===== src/rtl/uart_cmd_pkg.sv =====
// Shared constants, command codes and state encoding for the UART command decoder.
package uart_cmd_pkg;

  localparam int unsigned BYTE_W  = 8;
  localparam int unsigned DIGIT_W = 4;

  localparam logic [BYTE_W-1:0] CH_RUN_STOP = 8'h72; // 'r'
  localparam logic [BYTE_W-1:0] CH_CLEAR    = 8'h63; // 'c'
  localparam logic [BYTE_W-1:0] CH_MODE     = 8'h6D; // 'm'
  localparam logic [BYTE_W-1:0] CH_UP       = 8'h75; // 'u'
  localparam logic [BYTE_W-1:0] CH_DOWN     = 8'h64; // 'd'
  localparam logic [BYTE_W-1:0] CH_WATCH    = 8'h77; // 'w'
  localparam logic [BYTE_W-1:0] CH_SETTING  = 8'h73; // 's'
  localparam logic [BYTE_W-1:0] CH_DIGIT0   = 8'h30; // '0'
  localparam logic [BYTE_W-1:0] CH_DIGIT1   = 8'h31; // '1'
  localparam logic [BYTE_W-1:0] CH_DIGIT2   = 8'h32; // '2'
  localparam logic [BYTE_W-1:0] CH_DIGIT3   = 8'h33; // '3'
  localparam logic [BYTE_W-1:0] CH_CR       = 8'h0D;
  localparam logic [BYTE_W-1:0] CH_LF       = 8'h0A;
  localparam logic [BYTE_W-1:0] CH_QMARK    = 8'h3F; // '?'

  localparam logic [BYTE_W-1:0] CH_UPPER_LO = 8'h41; // 'A'
  localparam logic [BYTE_W-1:0] CH_UPPER_HI = 8'h5A; // 'Z'

  typedef enum logic [1:0] {
    ST_IDLE      = 2'd0,
    ST_DECODE    = 2'd1,
    ST_ECHO      = 2'd2,
    ST_ECHO_HOLD = 2'd3
  } state_t;

  typedef enum logic [3:0] {
    CMD_NONE       = 4'd0,
    CMD_RUN_STOP   = 4'd1,
    CMD_CLEAR      = 4'd2,
    CMD_MODE       = 4'd3,
    CMD_UP         = 4'd4,
    CMD_DOWN       = 4'd5,
    CMD_TOGGLE_SEL = 4'd6,
    CMD_TOGGLE_SET = 4'd7,
    CMD_DIGIT      = 4'd8,
    CMD_EOL        = 4'd9
  } cmd_t;

  // Upper-case ASCII letters map to lower case; everything else is untouched.
  function automatic logic [BYTE_W-1:0] fold_case(input logic [BYTE_W-1:0] b);
    if (b >= CH_UPPER_LO && b <= CH_UPPER_HI) return b | 8'h20;
    return b;
  endfunction

endpackage


===== src/rtl/uart_cmd_if.sv =====
// UART receiver/transmitter handshake seen by the command decoder.
interface uart_cmd_if;
  import uart_cmd_pkg::*;

  logic [BYTE_W-1:0] i_rx_data;
  logic              i_rx_done;
  logic              i_tx_busy;
  logic [BYTE_W-1:0] o_tx_data;
  logic              o_tx_start;

  modport master (
    output i_rx_data, i_rx_done, i_tx_busy,
    input  o_tx_data, o_tx_start
  );

  modport slave (
    input  i_rx_data, i_rx_done, i_tx_busy,
    output o_tx_data, o_tx_start
  );
endinterface


===== src/rtl/cmd_lookup.sv =====
// Combinational map from a case-folded byte to a command code.
module cmd_lookup
  import uart_cmd_pkg::*;
(
  input  logic [BYTE_W-1:0] byte_in,
  output cmd_t              cmd,
  output logic [1:0]        digit,
  output logic              valid
);

  // Decode one folded byte; unknown bytes drop valid.
  always_comb begin
    cmd   = CMD_NONE;
    digit = 2'd0;
    valid = 1'b1;
    case (byte_in)
      CH_RUN_STOP: cmd = CMD_RUN_STOP;
      CH_CLEAR:    cmd = CMD_CLEAR;
      CH_MODE:     cmd = CMD_MODE;
      CH_UP:       cmd = CMD_UP;
      CH_DOWN:     cmd = CMD_DOWN;
      CH_WATCH:    cmd = CMD_TOGGLE_SEL;
      CH_SETTING:  cmd = CMD_TOGGLE_SET;
      CH_DIGIT0, CH_DIGIT1, CH_DIGIT2, CH_DIGIT3: begin
        cmd   = CMD_DIGIT;
        digit = byte_in[1:0];
      end
      CH_CR, CH_LF: cmd = CMD_EOL;
      default:      valid = 1'b0;
    endcase
  end

endmodule


===== src/rtl/uart_cmd_decoder.sv =====
// UART command decoder: turns received bytes into stopwatch/watch control
// pulses and levels, optionally echoing each byte back.
// Build option: define UART_CMD_ECHO_EN to include the echo path.
module uart_cmd_decoder
  import uart_cmd_pkg::*;
(
  input  logic               clk,
  input  logic               reset,
  uart_cmd_if.slave          bus,
  output logic               o_btn_run_stop,
  output logic               o_btn_clear,
  output logic               o_btn_mode,
  output logic               o_btn_up,
  output logic               o_btn_down,
  output logic               o_mode_sel,
  output logic               o_setting,
  output logic [DIGIT_W-1:0] o_digit_sel,
  output logic               o_err,
  output logic               o_overrun
);

  logic [BYTE_W-1:0] folded;
  cmd_t              cmd;
  logic [1:0]        digit;
  logic              valid;
  state_t            state;

  assign folded = fold_case(bus.i_rx_data);

  cmd_lookup u_lookup (
    .byte_in (folded),
    .cmd     (cmd),
    .digit   (digit),
    .valid   (valid)
  );

  // A strobe outside IDLE is dropped and flagged in the same cycle.
  assign o_overrun = bus.i_rx_done && (state != ST_IDLE);

`ifdef UART_CMD_ECHO_EN
  logic [BYTE_W-1:0] rx_byte;
  logic              rx_unknown;
  logic              rx_eol;
  logic              tx_start;
  logic [BYTE_W-1:0] tx_data;
  logic [BYTE_W-1:0] echo_byte;

  assign echo_byte      = rx_unknown ? CH_QMARK : rx_byte;
  assign bus.o_tx_start = tx_start;
  assign bus.o_tx_data  = tx_data;
`else
  assign bus.o_tx_start = 1'b0;
  assign bus.o_tx_data  = '0;
`endif

  // Control FSM; command pulses are registered so they appear during DECODE.
  always_ff @(posedge clk or posedge reset) begin
    if (reset) begin
      state          <= ST_IDLE;
      o_btn_run_stop <= 1'b0;
      o_btn_clear    <= 1'b0;
      o_btn_mode     <= 1'b0;
      o_btn_up       <= 1'b0;
      o_btn_down     <= 1'b0;
      o_err          <= 1'b0;
      o_mode_sel     <= 1'b0;
      o_setting      <= 1'b0;
      o_digit_sel    <= 4'b0001;
`ifdef UART_CMD_ECHO_EN
      rx_byte        <= '0;
      rx_unknown     <= 1'b0;
      rx_eol         <= 1'b0;
      tx_start       <= 1'b0;
      tx_data        <= '0;
`endif
    end else begin
      o_btn_run_stop <= 1'b0;
      o_btn_clear    <= 1'b0;
      o_btn_mode     <= 1'b0;
      o_btn_up       <= 1'b0;
      o_btn_down     <= 1'b0;
      o_err          <= 1'b0;
      case (state)
        ST_IDLE: begin
          if (bus.i_rx_done) begin
            state <= ST_DECODE;
`ifdef UART_CMD_ECHO_EN
            rx_byte    <= bus.i_rx_data;
            rx_unknown <= !valid;
            rx_eol     <= (cmd == CMD_EOL);
`endif
            if (!valid) o_err <= 1'b1;
            case (cmd)
              CMD_RUN_STOP:   o_btn_run_stop <= 1'b1;
              CMD_CLEAR:      o_btn_clear    <= 1'b1;
              CMD_MODE:       o_btn_mode     <= 1'b1;
              CMD_UP:         o_btn_up       <= 1'b1;
              CMD_DOWN:       o_btn_down     <= 1'b1;
              CMD_TOGGLE_SEL: o_mode_sel     <= !o_mode_sel;
              CMD_TOGGLE_SET: o_setting      <= !o_setting;
              CMD_DIGIT:      o_digit_sel    <= 4'b0001 << digit;
              default: ;
            endcase
          end
        end
        ST_DECODE: begin
`ifdef UART_CMD_ECHO_EN
          if (rx_eol) begin
            state <= ST_IDLE;
          end else begin
            state <= ST_ECHO;
            if (!bus.i_tx_busy) begin
              tx_start <= 1'b1;
              tx_data  <= echo_byte;
            end
          end
`else
          state <= ST_IDLE;
`endif
        end
`ifdef UART_CMD_ECHO_EN
        ST_ECHO: begin
          if (tx_start) begin
            tx_start <= 1'b0;
            state    <= ST_ECHO_HOLD;
          end else if (!bus.i_tx_busy) begin
            tx_start <= 1'b1;
            tx_data  <= echo_byte;
          end
        end
        ST_ECHO_HOLD: state <= ST_IDLE;
`endif
        default: state <= ST_IDLE;
      endcase
    end
  end

endmodule


===== src/flat_wrapper.sv =====
// flat-port wrapper written by rule: the top's interface ports become plain ports
module uart_cmd_decoder_flat import uart_cmd_pkg::*;
  (clk, reset, o_btn_run_stop, o_btn_clear, o_btn_mode, o_btn_up, o_btn_down, o_mode_sel, o_setting, o_digit_sel, o_err, o_overrun, bus_i_rx_data, bus_i_rx_done, bus_i_tx_busy, bus_o_tx_data, bus_o_tx_start);
  uart_cmd_if bus_i ();
  input  logic clk;
  input  logic reset;
  output logic o_btn_run_stop;
  output logic o_btn_clear;
  output logic o_btn_mode;
  output logic o_btn_up;
  output logic o_btn_down;
  output logic o_mode_sel;
  output logic o_setting;
  output logic [DIGIT_W-1:0] o_digit_sel;
  output logic o_err;
  output logic o_overrun;
  input wire logic [$bits(bus_i.i_rx_data)-1:0] bus_i_rx_data;
  input wire logic [$bits(bus_i.i_rx_done)-1:0] bus_i_rx_done;
  input wire logic [$bits(bus_i.i_tx_busy)-1:0] bus_i_tx_busy;
  output wire logic [$bits(bus_i.o_tx_data)-1:0] bus_o_tx_data;
  output wire logic [$bits(bus_i.o_tx_start)-1:0] bus_o_tx_start;
  assign bus_i.i_rx_data = bus_i_rx_data;
  assign bus_i.i_rx_done = bus_i_rx_done;
  assign bus_i.i_tx_busy = bus_i_tx_busy;
  assign bus_o_tx_data = bus_i.o_tx_data;
  assign bus_o_tx_start = bus_i.o_tx_start;
  uart_cmd_decoder u_core (.clk(clk), .reset(reset), .bus(bus_i), .o_btn_run_stop(o_btn_run_stop), .o_btn_clear(o_btn_clear), .o_btn_mode(o_btn_mode), .o_btn_up(o_btn_up), .o_btn_down(o_btn_down), .o_mode_sel(o_mode_sel), .o_setting(o_setting), .o_digit_sel(o_digit_sel), .o_err(o_err), .o_overrun(o_overrun));
endmodule

===== config.mk =====
export PLATFORM = sky130hd
export DESIGN_NAME = uart_cmd_decoder_flat
export DESIGN_NICKNAME = d
export VERILOG_FILES = /design/src/rtl/uart_cmd_pkg.sv /design/src/rtl/uart_cmd_if.sv /design/src/rtl/cmd_lookup.sv /design/src/rtl/uart_cmd_decoder.sv /design/src/flat_wrapper.sv
export SDC_FILE = /design/constraint.sdc
export NUM_CORES = 1
export LEC_CHECK = 0
export CAP_MARGIN = 20
export CELL_PAD_IN_SITES_DETAIL_PLACEMENT = 0
export CELL_PAD_IN_SITES_GLOBAL_PLACEMENT = 2
export CORE_MARGIN = 3
export CORE_UTILIZATION = 25
export DETAILED_ROUTE_END_ITERATION = 8
export PLACE_DENSITY = 0.88
export SLEW_MARGIN = 20
export SYNTH_ARGS = -nofsm -noshare
export SYNTH_HDL_FRONTEND = slang
export SYNTH_SLANG_ARGS = --single-unit

===== constraint.sdc =====
create_clock -name clk -period 3.15 [get_ports clk]
set_input_delay 0.63 -clock clk [delete_from_list [all_inputs] [get_ports clk]]
set_output_delay 0.63 -clock clk [all_outputs]
set_load 0.01 [all_outputs]

* Word-level counts from Yosys, hierarchy flattened
Index checks and enable logic that the tools add are counted.
** Word-level totals
- Register bits after elaboration :: 14
- Bits of input ports :: 12
- Output and inout bits :: 22
- Logic and storage cells :: 73
** Operators by class
- Order comparisons :: 2
- Eq/ne operators :: 22
- Shifts and indexed selects :: 1
- Mux-type cells :: 26
- Reductions and logical operators :: 12
** Operator list (number)
- 8-bit by 7-bit == test with 1-bit output, second input constant :: 7
- 4-bit case mux with 9 select lines :: 1
- 8-bit by 6-bit == test with 1-bit output, second input constant :: 4
- 1-bit two-way mux :: 20
- 4-bit by 3-bit == test with 1-bit output, second input constant :: 4
- 8-bit by 4-bit == test with 1-bit output, second input constant :: 2
- 8-bit two-way mux :: 2
- 13-bit OR reduction :: 1
- 3-bit AND reduction :: 3
- 4-bit by 2-bit == test with 1-bit output, second input constant :: 2
- 8-bit by 7-bit greater-or-equal comparator with 1-bit output, second input constant :: 1
- 8-bit by 7-bit less-or-equal comparator with 1-bit output, second input constant :: 1
- 2-bit two-way mux :: 3
- 4-bit by 1-bit == test with 1-bit output, second input constant :: 1
- 4-bit == test, second input constant :: 1
- 4-bit OR reduction :: 1
- 1-bit by 2-bit << shifter with 4-bit output, first input constant :: 1
- 1-bit logical AND :: 2
- 1-bit zero test :: 2
- 2-bit zero test :: 1
- 2-bit != test, second input constant :: 1
- 2-bit nonzero test :: 1
- 2-bit OR reduction :: 1

* Depth between registers and ports, before layout
Gate-level depths: netlist of the first run.
- Depth in word-level cells :: 11
- Gate-level depth with buffers :: 7
- Gate-level depth less buffers :: 6

* Hierarchy
From an unflattened synthesis of the first run, not the netlist that was laid out.
** Second synthesis, totals
- Cells, all modules :: 91
- Area total of the unflattened synthesis :: 872.1 sq um
** By module, submodules not included
- uart_cmd_decoder :: times used 1, cells each 60, area an instance 650.6 sq um, seq. area each 326.6 sq um
- cmd_lookup :: times used 1, cells each 31, area an instance 221.5 sq um, seq. area each 0.0 sq um

* Worst setup path after synthesis of the first run
Ideal clock, no wire load.
- Path kind :: input-to-reg
- Start :: input port bus_i_rx_data[2]
- End :: register u_core.o_setting
- Setup time :: 125 ps
- Arrival :: 1830 ps
- Data required time :: 3025 ps
- Path slack :: 1195 ps
- Cell stages on the path :: 6
- Buffers on the path :: 1
- Path through :: buf_6 or4b_4 a21oi_4 nand4_2 o21bai_4 xnor2_2
** On the way
- Word-level cells in the longest chain between the ends :: 9
- Elaborated cells on any way between the ends :: 24
- Those cells by class :: order compare (2); eq/ne (14); mux (4); reduce/logical (4)
** Ends and longest elaborated chain
- start, declared :: line flat_wrapper.sv:17 : input wire logic [$bits(bus_i.i_rx_data)-1:0] bus_i_rx_data;
- 8-bit by 7-bit greater-or-equal comparator with 1-bit output / 8-bit by 7-bit less-or-equal comparator with 1-bit output (equally long branches) :: line uart_cmd_pkg.sv:47 : if (b >= CH_UPPER_LO && b <= CH_UPPER_HI) return b | 8'h20;
- 1-bit logical AND :: line uart_cmd_pkg.sv:47
- 1-bit two-way mux :: line uart_cmd_pkg.sv:47
- 8-bit two-way mux (*) :: line uart_cmd_pkg.sv:48 : return b;
- 8-bit by 6-bit == test with 1-bit output / 8-bit by 4-bit == test with 1-bit output (equally long branches) :: line cmd_lookup.sv:16 : case (byte_in)
- 4-bit OR reduction / 2-bit OR reduction (equally long branches) :: line cmd_lookup.sv:16
- 4-bit case mux with 9 select lines (*) :: line cmd_lookup.sv:16
- 4-bit by 3-bit == test with 1-bit output (*) :: line uart_cmd_decoder.sv:93 : case (cmd)
- 3-bit AND reduction (no source line) (*)
- end signal, assigned :: line uart_cmd_decoder.sv:100 : CMD_TOGGLE_SET: o_setting <= !o_setting;
- end, declared :: line uart_cmd_decoder.sv:16 : output logic o_setting,
Mark *: on every way between the ends. The rest lies on a longest branch, timed or not. The select of a mux whose other input is x is not followed.
A chain may end at the register's enable or synchronous reset.

* Worst setup path after layout of the first run
- Start :: input port bus_i_rx_done
- End :: output port o_overrun
** On the way
- Word-level cells in the longest chain between the ends :: 1
** Ends and longest elaborated chain
- start, declared :: line flat_wrapper.sv:18 : input wire logic [$bits(bus_i.i_rx_done)-1:0] bus_i_rx_done;
- 1-bit logical AND :: line uart_cmd_decoder.sv:38 : assign o_overrun = bus.i_rx_done && (state != ST_IDLE);
- end, declared :: line flat_wrapper.sv:16 : output logic o_overrun;
Every way passes these cells.

==> results of run 1 <==
-- flip-flops by register name (all words and copies together) (netlist names) --
signal / flops
u_core.o_digit_sel: 4
u_core.o_setting: 1
u_core.o_err: 1
u_core.o_btn_clear: 1
u_core.o_btn_mode: 1
u_core.o_btn_down: 1
u_core.o_btn_up: 1
u_core.o_btn_run_stop: 1
u_core.o_mode_sel: 1
u_core.state: 1
-- through the flow --
step | instances | setup slack (ps) | utilization (%) | hold WS, ps | power [W]
4_1_cts | 160 | 743 | 35.2 | 478 | 0.000353
3_5_place_dp | 156 | 483 | 34.4 | 469 | 0.000257
5_1_grt | 160 | 699 | 35.2 | 514 | 0.000374
2_1_floorplan | 102 | 1200 | - | 479 | 0.000233
6_report | 160 | 758 | 35.2 | 472 | 0.000350
3_3_place_gp | 156 | 511 | 34.4 | 458 | 0.000256
-- synth_stat cells (2+ instances only) --
cell type,count,share of area [%]
a211oi_1,3,2.6
and2_1,3,2.2
and3_1,2,1.5
buf_4,10,8.7
clkbuf_1,2,0.87
dfrtp_1,12,35
inv_1,2,0.87
nand2_1,9,3.9
nand2b_1,5,3.6
nand3_1,3,1.7
nor2_1,7,3.1
nor2b_1,2,1.5
nor3_1,5,2.9
nor3b_1,2,1.7
o21ai_0,4,2.3
-- layer usage --
metal / GRT usage [%] / share of wire [%] / vias to the layer above
met2: 12.8 / 45 / 27
met1: 11.5 / 46 / 322
li1: - / - / 348
met3: 2.25 / 8.5 / 0
met4: 4.75 / 0 / 0
met5: 0 / 0 / -
-- critical path, stage by stage --
cell	delay [ps]
clkdlybuf4s50_1	480
and2_1	130
clkdlybuf4s50_1	530
-- power groups by stage --
| stage | logic, W | registers (W) | clock network, W |
|---|---|---|---|
| after CTS | 0.0000774 | 0.000177 | 0.0000984 |
| after floorplan | 0.0000502 | 0.000182 | 0 |
| final | 0.0000770 | 0.000177 | 0.0000961 |
| after global routing | 0.0000848 | 0.000178 | 0.000111 |
| after global placement | 0.0000764 | 0.000180 | 0 |
| after detailed placement | 0.0000771 | 0.000180 | 0 |
-- cell families after synthesis --
| group | count (synthesis) | synth area share [%] |
|---|---|---|
| AO/OA/AOI/OAI | 16 | 15.5 |
| AND/OR/NAND/NOR | 44 | 29.2 |
| other | 1 | 0.437 |
| flip-flops | 13 | 38.0 |
| XOR/XNOR | 3 | 3.94 |
| buffers and inverters | 17 | 13.0 |
-- worst min path at each step --
stage                                      start                                 to  slack (ps)
3_3_place_gp       u_core.o_mode_sel$_DFFE_PP0P_      u_core.o_mode_sel$_DFFE_PP0P_         460
3_5_place_dp       u_core.o_mode_sel$_DFFE_PP0P_      u_core.o_mode_sel$_DFFE_PP0P_         470
5_1_grt            u_core.o_mode_sel$_DFFE_PP0P_      u_core.o_mode_sel$_DFFE_PP0P_         510
6_report           u_core.o_mode_sel$_DFFE_PP0P_      u_core.o_mode_sel$_DFFE_PP0P_         470
4_1_cts            u_core.o_mode_sel$_DFFE_PP0P_      u_core.o_mode_sel$_DFFE_PP0P_         480
2_1_floorplan  u_core.o_digit_sel[0]$_DFFE_PP1P_  u_core.o_digit_sel[0]$_DFFE_PP1P_         480
-- area by class of cell --
cell class              instances  area, sq um
clock buffers                   4         26.3
fillers                       333         2040
inverters                       2         7.51
multi-input cells              72          450
flip-flops and latches         13          327
well taps                      44         55.1
repair buffers                 25          245
==> qor.yml, run 1 <==
layout_commonest_cell: "clkdlybuf4s50_1"
fmaxAchievable_ghz: 0.418
power.switching_w: 0.0000911
worstSetupEndpointType: "output pin"
nets: 129
cts_tree: "built"
drt_iter0_markers: 26
coreArea_sq_um: 3150
vias: 697
antenna_found_initial: 0
fp.dieH_um: 64.6
r2r-start: "u_core.state[0]$_DFFE_PP0P_"
combPwrFrac_pct: 22.0
antenna_cells: 0
final_area_sq_um: 1110
rows: 20
worstSetupEndpoint: "o_overrun"
ys_types: 38
cap_viol_max_count: 0
overflow: 0
post_dp_cell_area_sq_um: 1080
start_kind: "input pin"
critPathKind: "in -> out"
drt-pass1-iter-count: 4
hold_class: "reg -> reg"
post_cts_resized: 0
final_cell_mix: "clkdlybuf4s50_1, dfrtp_1, nand2_1, conb_1, nor2_1"
syn_area_sq_um: 858
grt_usage_pct: 8.66
grt_max_degree: 14
yosysSeqAreaShare_pct: 38.0
ys.warnings.count: 0
portBuffers: 23
p_int_w: 0.000259
rsz0062_at_grt: "false"
hold_depth: 1
place_congestion: 0.765
cp-startpoint: "bus_i_rx_done"
clkTransAtPathRegs_ps: 70
synth_top_flop_cell: "dfrtp_1"
synthArstFlopShare_pct: 100
dp_hpwl_um: 1420
avgViaCountPerCell: 4.36
cts-htree-levels: 1
fin_crit_ps: 2390
critPathRequiredTime_ps: 2520
p_per_area_nw_per_um2: 315
cts_buffers: 3
clockBufferDepth: 2
slew_violations: 0
antenna_left: 0
r2r_slack_ps: 1750
synth-edff-count: 0
sw_frac_of_total_pct: 26.0
clockPowerShare_pct: 27.5
area_growth_syn_to_layout_pct: 29.4
io_pins: 34
fin_tns_setup_ps: 0
clk_latency_ps: 260
start_util_pct: 27.2
r2r_cells: 6
period_share_pct: 75.9
post-route-drc-count: 0
die_w_um: 64.6
cts.sinks: 13
grt_pass1_vias: 626
worstPathArrival_ps: 1760
worstReg2RegEnd: "u_core.o_setting$_DFFE_PP0P_"
synthCells: 94
synth_seq_cells: 13
grt_pass1_wl_um: 2860
routedWlPerCell_um: 10.7
status: "finished, final reports clean"
clock_skew_ps: 4.60
die-area_sq_um: 4170
setup_viol: 0
wl_um: 1710
p_leak_nw: 0.469
p_seq_share_pct: 50.5
avgSynthCellArea_sq_um: 9.13
cts_root_buf: "clkbuf_4"
cts_setup_buffers: 0
peakVddDrop_v: 0.0000877
path_max_fanout: 2
ctsHoldBuffers: 0
drive_above_1_share_pct: 12.1
hold_violations: 0
No activity file was read; power rests on OpenSTA's default activity.
==> run 2: changes to the inputs <==
CORE_UTILIZATION = 22   (was 25)
PLACE_DENSITY = 0.83   (was 0.88)
clock period = 2 ns   (was 3.15 ns; I/O delays follow)
==> qor.yml, run 2 (same netlist as run 1, synthesis figures left out) <==
status: "finished, final reports clean"
r2r_cells: 6  # unchanged
layout_commonest_cell: "clkdlybuf4s50_1"
crit_path_frequent_cell: "clkdlybuf4s50_1"
fmaxAchievable_ghz: 0.519
cts-htree-levels: 1  # unchanged
grt_pass1_wl_um: 3140  # +9.9%
regMostFlops: "u_core.o_digit_sel"
hold_violations: 0  # unchanged
avgViaCountPerCell: 4.15  # -4.8%
setup_viol: 0  # unchanged
clk_latency_ps: 240  # -20 ps
cp-startpoint: "bus_i_rx_done"
die-area_sq_um: 4690  # +12%
area_growth_syn_to_layout_pct: 44.3
grt_usage_pct: 8.80  # +0.15 points
rows: 22  # +10%
cap_viol_max_count: 0  # unchanged
critPathRequiredTime_ps: 1600  # -920 ps
wl_um: 1830  # +7.2%
start_kind: "input pin"
hold_class: "in -> async"
worstSetupEndpointType: "output pin"
overflow: 0  # unchanged
nets: 141  # +9.3%
cts_tree: "built"
whs_ps: 470  # -2.81 ps
final_area_sq_um: 1240  # +11%
grt_pass1_vias: 702  # +12%
period_share_pct: 96.4
antenna_cells: 0  # unchanged
cts_buffers: 3  # unchanged
fin_crit_ps: 1930
p_leak_nw: 0.540  # +15%
drive_above_1_share_pct: 21.9  # +9.8 points
worstSetupEndpoint: "o_overrun"
critPathKind: "in -> out"
path_cells: "clkdlybuf4s50_1, and2_1, clkdlybuf4s50_1"
dp_hpwl_um: 1500  # +5.8%
slew_violations: 0  # unchanged
finalWorstSetupSlack_ps: 72.2  # -686 ps
worstPathArrival_ps: 1530  # -230 ps
portBuffers: 23  # unchanged
largest_register_ff_count: 4  # unchanged
drt-pass1-iter-count: 4  # unchanged
clock_skew_ps: 0.790  # -3.81 ps
post_dp_cell_area_sq_um: 1180  # +8.8%
antenna_left: 0  # unchanged
r2r_slack_ps: 600  # -1150 ps
finalPower_w: 0.000643  # +84%
numPlacedInstances: 172  # +10%
die_w_um: 68.5  # +6.0%
io_pins: 34  # unchanged
routedWlPerCell_um: 10.4  # -2.5%
final_cells: 176  # +10%
critical-path-top-delay-family: "buffers and inverters"
grt_max_degree: 14  # unchanged
cts_root_buf: "clkbuf_8"
max_stage_delay_ps: 530  # about the same
crit_buf_inv: 2  # unchanged
drt_iter0_markers: 43  # +65%
coreArea_sq_um: 3720  # +18%
post-route-drc-count: 0  # unchanged
p_per_area_nw_per_um2: 519  # +65%
rsz0062_at_grt: "false"
peakVddDrop_v: 0.000157  # +79%
cp_num_cells: 3  # unchanged
vias: 730  # +4.7%
cts.sinks: 13  # unchanged
place_congestion: 0.763  # -0.27%
clkTransAtPathRegs_ps: 50  # -20 ps
final_cell_mix: "clkdlybuf4s50_1, buf_4, dfrtp_1, nand2_1, conb_1"
fp.dieH_um: 68.5  # +6.0%
dp_slack_ps: -189  # -673 ps
clockBufferDepth: 2  # unchanged
start_util_pct: 23.1  # -4.1 points
r2r-start: "u_core.state[0]$_DFFE_PP0P_"
antenna_found_initial: 0  # unchanged
path_max_fanout: 2  # unchanged
crit_path_top_delay_cell: "clkdlybuf4s50_1"
worstReg2RegEnd: "u_core.o_setting$_DFFE_PP0P_"
-- run 2: metrics by stage --
step,util [%],TNS [ps]
6_report,33.3,0
5_1_grt,33.3,0
4_1_cts,33.0,0
3_5_place_dp,31.8,-901
3_3_place_gp,31.8,-745
2_1_floorplan,-,0
-- run 2: worst min-delay path by stage --
stage / slack (ps) / startpoint / cells past startpoint / endpoint
2_1_floorplan: 280 / reset / 1 / u_core.o_btn_clear$_DFF_PP0_
3_3_place_gp: 460 / u_core.o_mode_sel$_DFFE_PP0P_ / 1 / u_core.o_mode_sel$_DFFE_PP0P_
3_5_place_dp: 470 / u_core.o_mode_sel$_DFFE_PP0P_ / 1 / u_core.o_mode_sel$_DFFE_PP0P_
4_1_cts: 470 / u_core.o_mode_sel$_DFFE_PP0P_ / 1 / u_core.o_mode_sel$_DFFE_PP0P_
5_1_grt: 490 / u_core.o_digit_sel[0]$_DFFE_PP1P_ / 2 / u_core.o_digit_sel[0]$_DFFE_PP1P_
6_report: 470 / reset / 2 / u_core.o_setting$_DFFE_PP0P_
-- run 2: per-layer routing --
metal | up-vias | track usage, % | part of all wire [%]
met2 | 24 | 14.2 | 48
met3 | 3 | 1.31 | 7.9
li1 | 375 | - | -
met4 | 0 | 4.47 | 1.2
met1 | 328 | 11.3 | 42
met5 | - | 0 | 0
-- run 2: layout make-up --
| type | count | area (sq um) |
|---|---|---|
| Tap cell | 48 | 60.1 |
| Multi-Input combinational cell | 72 | 464 |
| Sequential cell | 13 | 327 |
| Fill cell | 397 | 2480 |
| Inverter | 2 | 7.51 |
| Clock buffer | 4 | 45.0 |
| Timing Repair Buffer | 37 | 335 |
-- run 2: repair_timing --
| action | 4_1_cts | 5_1_grt |
|---|---|---|
| endpoints found under the hold margin | 0 | 0 |
| setup buffers | 0 | 0 |
| gates resized for setup | 0 | 2 |
| endpoints found under the setup margin | 0 | 3 |
| hold buffers | 0 | 0 |
-- run 2: report_power, final --
part | switching, W | total [W] | internal, W | leakage [nW]
Clock | 0.0000835 | 0.000223 | 0.000140 | 0.0228
Sequential | 0.00000456 | 0.000279 | 0.000274 | 0.174
Combinational | 0.0000688 | 0.000140 | 0.0000712 | 0.343
-- run 2: worst register-to-register path, delay by kind of cell (launching register included) --
| family | cells | cell delay [ps] |
|---|---|---|
| AOI/OAI and AO/OA | 1 | 200 |
| and+or+nand+nor | 3 | 490 |
| xor gates and xnor gates | 1 | 120 |
| DFF | 1 | 360 |
| buffers and inverters | 1 | 110 |
